**config.mk**
```make
export PLATFORM = sky130hd
export DESIGN_NAME = cla8bit_ref
export DESIGN_NICKNAME = d
export VERILOG_FILES = /design/src/rtl/cla8bit_pkg.sv /design/src/rtl/cla8bit_ref.sv
export SDC_FILE = /design/constraint.sdc
export NUM_CORES = 1
export LEC_CHECK = 0
export CAP_MARGIN = 10
export CORE_AREA = 10 10 47 49
export DETAILED_ROUTE_END_ITERATION = 16
export DIE_AREA = 0 0 57 59
export PLACE_DENSITY = 0.68
export SYNTH_ARGS = -nofsm -noshare
export SYNTH_HDL_FRONTEND = slang
export SYNTH_SLANG_ARGS = --single-unit
```
**constraint.sdc**
```tcl
create_clock -name vclk -period 4.7
set_clock_uncertainty 0.15 [all_clocks]
set_input_delay 0.47 -clock vclk [all_inputs]
set_output_delay 0.47 -clock vclk [all_outputs]
set_load 0.01 [all_outputs]
```
**src/rtl/cla8bit_pkg.sv**
```systemverilog
// cla8bit_pkg -- shared types and constants for the 8-bit CLA response checker.
//   state_t   : checker FSM state (IDLE / RUN / DONE), also exported for debug
//   OP_W      : adder operand width
//   CNT_W     : vector counter / fail index width
//   ERR_W     : error counter width
//   ERR_SAT   : error counter saturation value
package cla8bit_pkg;

  localparam int OP_W  = 8;
  localparam int CNT_W = 16;
  localparam int ERR_W = 8;

  localparam logic [ERR_W-1:0] ERR_SAT = 8'd255;

  typedef enum logic [1:0] {
    ST_IDLE = 2'd0,
    ST_RUN  = 2'd1,
    ST_DONE = 2'd2
  } state_t;

endpackage

```
**src/rtl/cla8bit_ref.sv**
```systemverilog
// cla8bit_ref -- combinational golden model of the 8-bit carry look-ahead adder.
//   a, b, cin : operands
//   exp_s     : expected sum
//   exp_cout  : expected carry-out
//   exp_gg    : expected group generate (carry-out of a + b with cin = 0)
//   exp_pg    : expected group propagate (every bit position propagates)
module cla8bit_ref
  import cla8bit_pkg::*;
(
  input  logic [OP_W-1:0] a,
  input  logic [OP_W-1:0] b,
  input  logic            cin,
  output logic [OP_W-1:0] exp_s,
  output logic            exp_cout,
  output logic            exp_gg,
  output logic            exp_pg
);

  logic [OP_W:0] sum_c;

  always_comb begin
    sum_c    = {1'b0, a} + {1'b0, b} + {{OP_W{1'b0}}, cin};
    exp_s    = sum_c[OP_W-1:0];
    exp_cout = sum_c[OP_W];
    exp_pg   = &(a ^ b);
    // The carry-out with cin forced to 0 only differs from the real one when
    // a + b == 8'hFF (all positions propagate) and cin rippled through.
    exp_gg   = sum_c[OP_W] & ~(cin & exp_pg);
  end

endmodule

```
Yosys cells after proc, flatten, opt, wreduce, memory -nomap -nowiden:

Cells that the tools add are included.

* add/subtract/negate cells: 2
* bitwise gates (word level): 4
* reduce and logical (&&, ||, !) cells: 1

Operators with widths (number)
* $add 8x8->9: 1
* $add 9x1->9: 1
* $reduce_and 8->1: 1
* $xor 8x8->8: 1
* $and 1x1->1: 2
* $not 1->1: 1

* bits in registers: 0
* output and inout bits: 11

Depth between registers and ports, before layout:

* depth after elaboration: 5
* gate-level depth with buffers: 6
* mapped depth without buffers: 6

Worst setup path after synthesis:

Ideal clock, no wire load.

* kind: input port to output port
* start point: in a[0]
* end point: out exp_gg
* data arrival time: 1978 ps
* data required time: 4080 ps
* path slack: 2102 ps
* stages on the path: 6
* path buffers: 0
* path through: fa_1 > fa_1 > nand3_1 > a21oi_1 > a211o_1 > a21boi_1

RTL lines
* start: declaration: line cla8bit_ref.sv:10 `input logic [OP_W-1:0] a,`
* $add 8x8->9: line cla8bit_ref.sv:22 `sum_c = {1'b0, a} + {1'b0, b} + {{OP_W{1'b0}}, cin};`
* $add 9x1->9: line cla8bit_ref.sv:22
* net exp_cout: line cla8bit_ref.sv:14 `output logic exp_cout,`
* $and 1x1->1: line cla8bit_ref.sv:28 `exp_gg = sum_c[OP_W] & ~(cin & exp_pg);`
* end: declaration: line cla8bit_ref.sv:15 `output logic exp_gg,`

The timed path passes the listed nets, and every way through them passes these cells.

Worst setup path in the final report:

* start point: in a[0]
* end point: out exp_s[6]

* longest elaborated chain between the ends: 2

Ends and longest elaborated chain
* $add 8x8->9: line cla8bit_ref.sv:22
* $add 9x1->9: line cla8bit_ref.sv:22
* end: declaration: line cla8bit_ref.sv:13 `output logic [OP_W-1:0] exp_s,`

No other way between the ends.

==> results_tabular.tex <==
\begin{tabular}{lr}
\hline
Metric & Value \\
\hline
\multicolumn{2}{l}{\textbf{Timing}} \\
\quad Number of max-slew violations in the final report & 0 \\
\quad Setup repair after global routing missed its margin & false \\
\quad Slew at the pin with the worst max-slew slack & 0.295 ns \\
\quad Setup-violating endpoint count in the final report & 0 \\
\quad Maximum clock rate & 282 MHz \\
\quad Relative max-transition margin & 0.801 \\
\quad Hold Violations, Final & 0 \\
\quad Ratio of final minimum period to clock period & 0.753 \\
\quad Final-layout worst hold slack & 1.83 ns \\
\quad Accumulated negative setup slack & 0 ns \\
\quad Period minus WS final & 3.54 ns \\
\multicolumn{2}{l}{\textbf{Routing}} \\
\quad Count of antenna-violating nets left after detailed routing & 0 \\
\quad WL per Instance & roughly 13 microns \\
\quad Vias & 438 \\
\quad First-pass detailed-route iteration total & 4 \\
\quad Routed WL & about 1.1 mm \\
\quad Detailed Route Iter0 Violations & 4 \\
\quad Via density & 5.03 \\
\quad DRC violations left & 0 \\
\multicolumn{2}{l}{\textbf{Cells and area}} \\
\quad Layout overhead on the synthesized area & 77.5\% \\
\quad Fraction of final layout cells sized beyond drive strength 1 & 0.0141 \\
\quad Net count reported at finish & 100 \\
\quad Fillcell total & 140 \\
\quad Sequential cell area & 0 sq um \\
\quad FF+latch count & 0 \\
\quad CLK BUF & 0 \\
\quad Number of cells in the finished layout apart from fillers & 87 \\
\quad Diode count & 0 \\
\multicolumn{2}{l}{\textbf{Die}} \\
\quad I/O Pins & 28 \\
\quad Row count & 14 \\
\quad Die footprint & 3360 sq um \\
\quad Die width & 57 microns \\
\quad CORE AREA & approximately 1400 sq um \\
\quad Die span in y & about 60 microns \\
\quad Initial Util & 0.266 \\
\multicolumn{2}{l}{\textbf{Logic synthesis}} \\
\quad Instance count of the mapped netlist & 44 \\
\quad Number of warning messages in the yosys log & 0 \\
\quad Cell accounting for the most synthesized area & ha\_1 \\
\quad Top cell type's share of synthesized area & 0.268 \\
\quad Share of the yosys chip area belonging to registers & 0 \\
\quad Leading post-synthesis cells by cell area & ha\_1 (27\%), fa\_1 (11\%), xor2\_1 (7.0\%), a21oi\_1 (5.4\%), xnor2\_1 (4.7\%) \\
\quad Cell area after synthesis & 373 sq um \\
\quad Count of different cell masters after synthesis & 26 \\
\quad Post-synth net total & 71 \\
\quad Synth Area per Inst & 8.47 sq um \\
\multicolumn{2}{l}{\textbf{Placement}} \\
\quad DP Cell Count & 87 \\
\quad Count of input and output buffers & 28 \\
\quad Final HPWL from detailed placement & 1.03 mm \\
\quad RePlAce Congestion & about 0.75 \\
\multicolumn{2}{l}{\textbf{Clock tree}} \\
\quad Resize count post-CTS & 0 \\
\quad Post-CTS Repair Setup Buffers & 0 \\
\quad CTS hold repair buffers & 0 \\
\multicolumn{2}{l}{\textbf{Worst setup path}} \\
\quad Element type at the critical path end & primary output \\
\quad Data required, critical path & 4.08 ns \\
\quad Worst Path Max Fanout & 3 \\
\quad Critical Path Source Type & input port \\
\quad Type of the worst setup path & input port to primary output \\
\quad Worst path cell trace & clkdlybuf4s50\_1, fa\_1, fa\_1, nand3\_1, nand2\_1, nor3\_1, a311o\_1, clkdlybuf4s50\_1 \\
\quad Crit path max-delay cell type & clkdlybuf4s50\_1 \\
\quad Slowest cell delay on critical path & 0.54 ns \\
\quad Data arrival at the endpoint of the critical path & around 2.9 ns \\
\multicolumn{2}{l}{\textbf{Power and ir drop}} \\
\quad Static power due to leakage & 0.273 nW \\
\quad Power per unit of standard cell area & 156 nW/um\^{}2 \\
\quad Worst vdd rail ir drop & 0.0673 mV \\
\multicolumn{2}{l}{\textbf{Global routing}} \\
\quad Number of global-route vias before repair & 432 \\
\quad Overflow left after global routing & 0 \\
\quad First-pass GRT wire length & about 1.9 mm \\
\quad Maximum number of pins on one net before global-route repair & 8 \\
\quad All-layer global routing usage & 0.0633 \\
\quad Initial antenna violation count & 0 \\
\multicolumn{2}{l}{\textbf{Status}} \\
\quad Run status & finished, final reports clean \\
\multicolumn{2}{l}{\textbf{Run}} \\
\quad Number of maximum-capacitance violations & 0 \\
\multicolumn{2}{l}{\textbf{Hold path}} \\
\quad End point of the worst hold path & exp\_gg \\
\quad Class of the tightest hold or removal check & input port to primary output \\
\quad Worst Hold Launch & cin \\
\quad Count of cells along the worst hold path & 3 \\
\hline
\end{tabular}
cell usage in the layout, fill, tap and decap left out, drive strengths merged, types with 2 or more instances in the layout:
cell           netlist  final
xnor2                2      2
nand4                2      2
fa                   2      2
a21o                 2      2
clkdlybuf4s50        0     28
xor2                 3      3
ha                   8      8
a31oi                2      2
a21oi                5      5
nand2                2      2
logic make-up (layout without fill, tap and decap cells):
kind of cell | after synthesis | after routing | share of synthesized area
AND/OR/NAND/NOR | 10 | 10 | 0.148
buffers and inverters | 2 | 29 | 0.0403
XOR/XNOR | 5 | 5 | 0.117
adder cells (fa/ha/maj) | 10 | 10 | 0.376
AO/OA/AOI/OAI | 17 | 17 | 0.319
layer usage:
metal / up-vias / GRT usage / wire length (microns)
li1: 225 / - / -
met1: 195 / 0.0754 / 455
met2: 18 / 0.110 / 553
met3: 0 / 0.0258 / 121
met4: 0 / 0 / 0
met5: - / 0 / 0
critical path: cells and delay by family:
kind / cells / cell delay [ns]
buf+inv: 2 / 0.99
simple gates: 3 / 0.41
fa+ha+maj: 2 / 0.90
compound gates: 1 / 0.14
power breakdown:
| part | switching, mW | leakage, nW | internal [mW] |
|---|---|---|---|
| Clock | 0 | 0 | 0 |
| Sequential | 0 | 0 | 0 |
| Combinational | 0.0428 | 0.273 | 0.0605 |
layout make-up:
cell class,instances,area (sq um),area share
tap,16,20.0,0.0302
multi-input combinational,42,358,0.541
timing repair buffer,28,280,0.423
inverter,1,3.75,0.00567
how the worst max path moves through the flow:
| stage | from | endpoint | slack (ns) | cells past startpoint |
|---|---|---|---|---|
| global route | a[0] | exp_gg | 1.02 | 8 |
| global placement | a[0] | exp_gg | 1.17 | 8 |
| finish | a[0] | exp_s[6] | 1.16 | 8 |
| detailed placement | a[0] | exp_s[6] | 1.15 | 8 |
| CTS | a[0] | exp_gg | 1.15 | 8 |
| floorplan | a[0] | exp_gg | 2.10 | 6 |
metrics by stage:
stage | util | power [mW] | area [sq um] | setup WS [ns]
after floorplan | - | 0.0521 | 373 | 2.10
after global placement | 0.472 | 0.104 | 662 | 1.17
after detailed placement | 0.472 | 0.104 | 662 | 1.15
after CTS | 0.472 | 0.105 | 662 | 1.15
after global routing | 0.472 | 0.114 | 662 | 1.02
final | 0.472 | 0.103 | 662 | 1.16
cell usage after synthesis, types with 2 or more instances:
library cell,n
ha_1,8
a21oi_1,4
xor2_1,3
a21o_1,2
a31oi_1,2
fa_1,2
nand2_1,2
nand4_1,2
xnor2_1,2
Power figures use the tool's default switching activity.
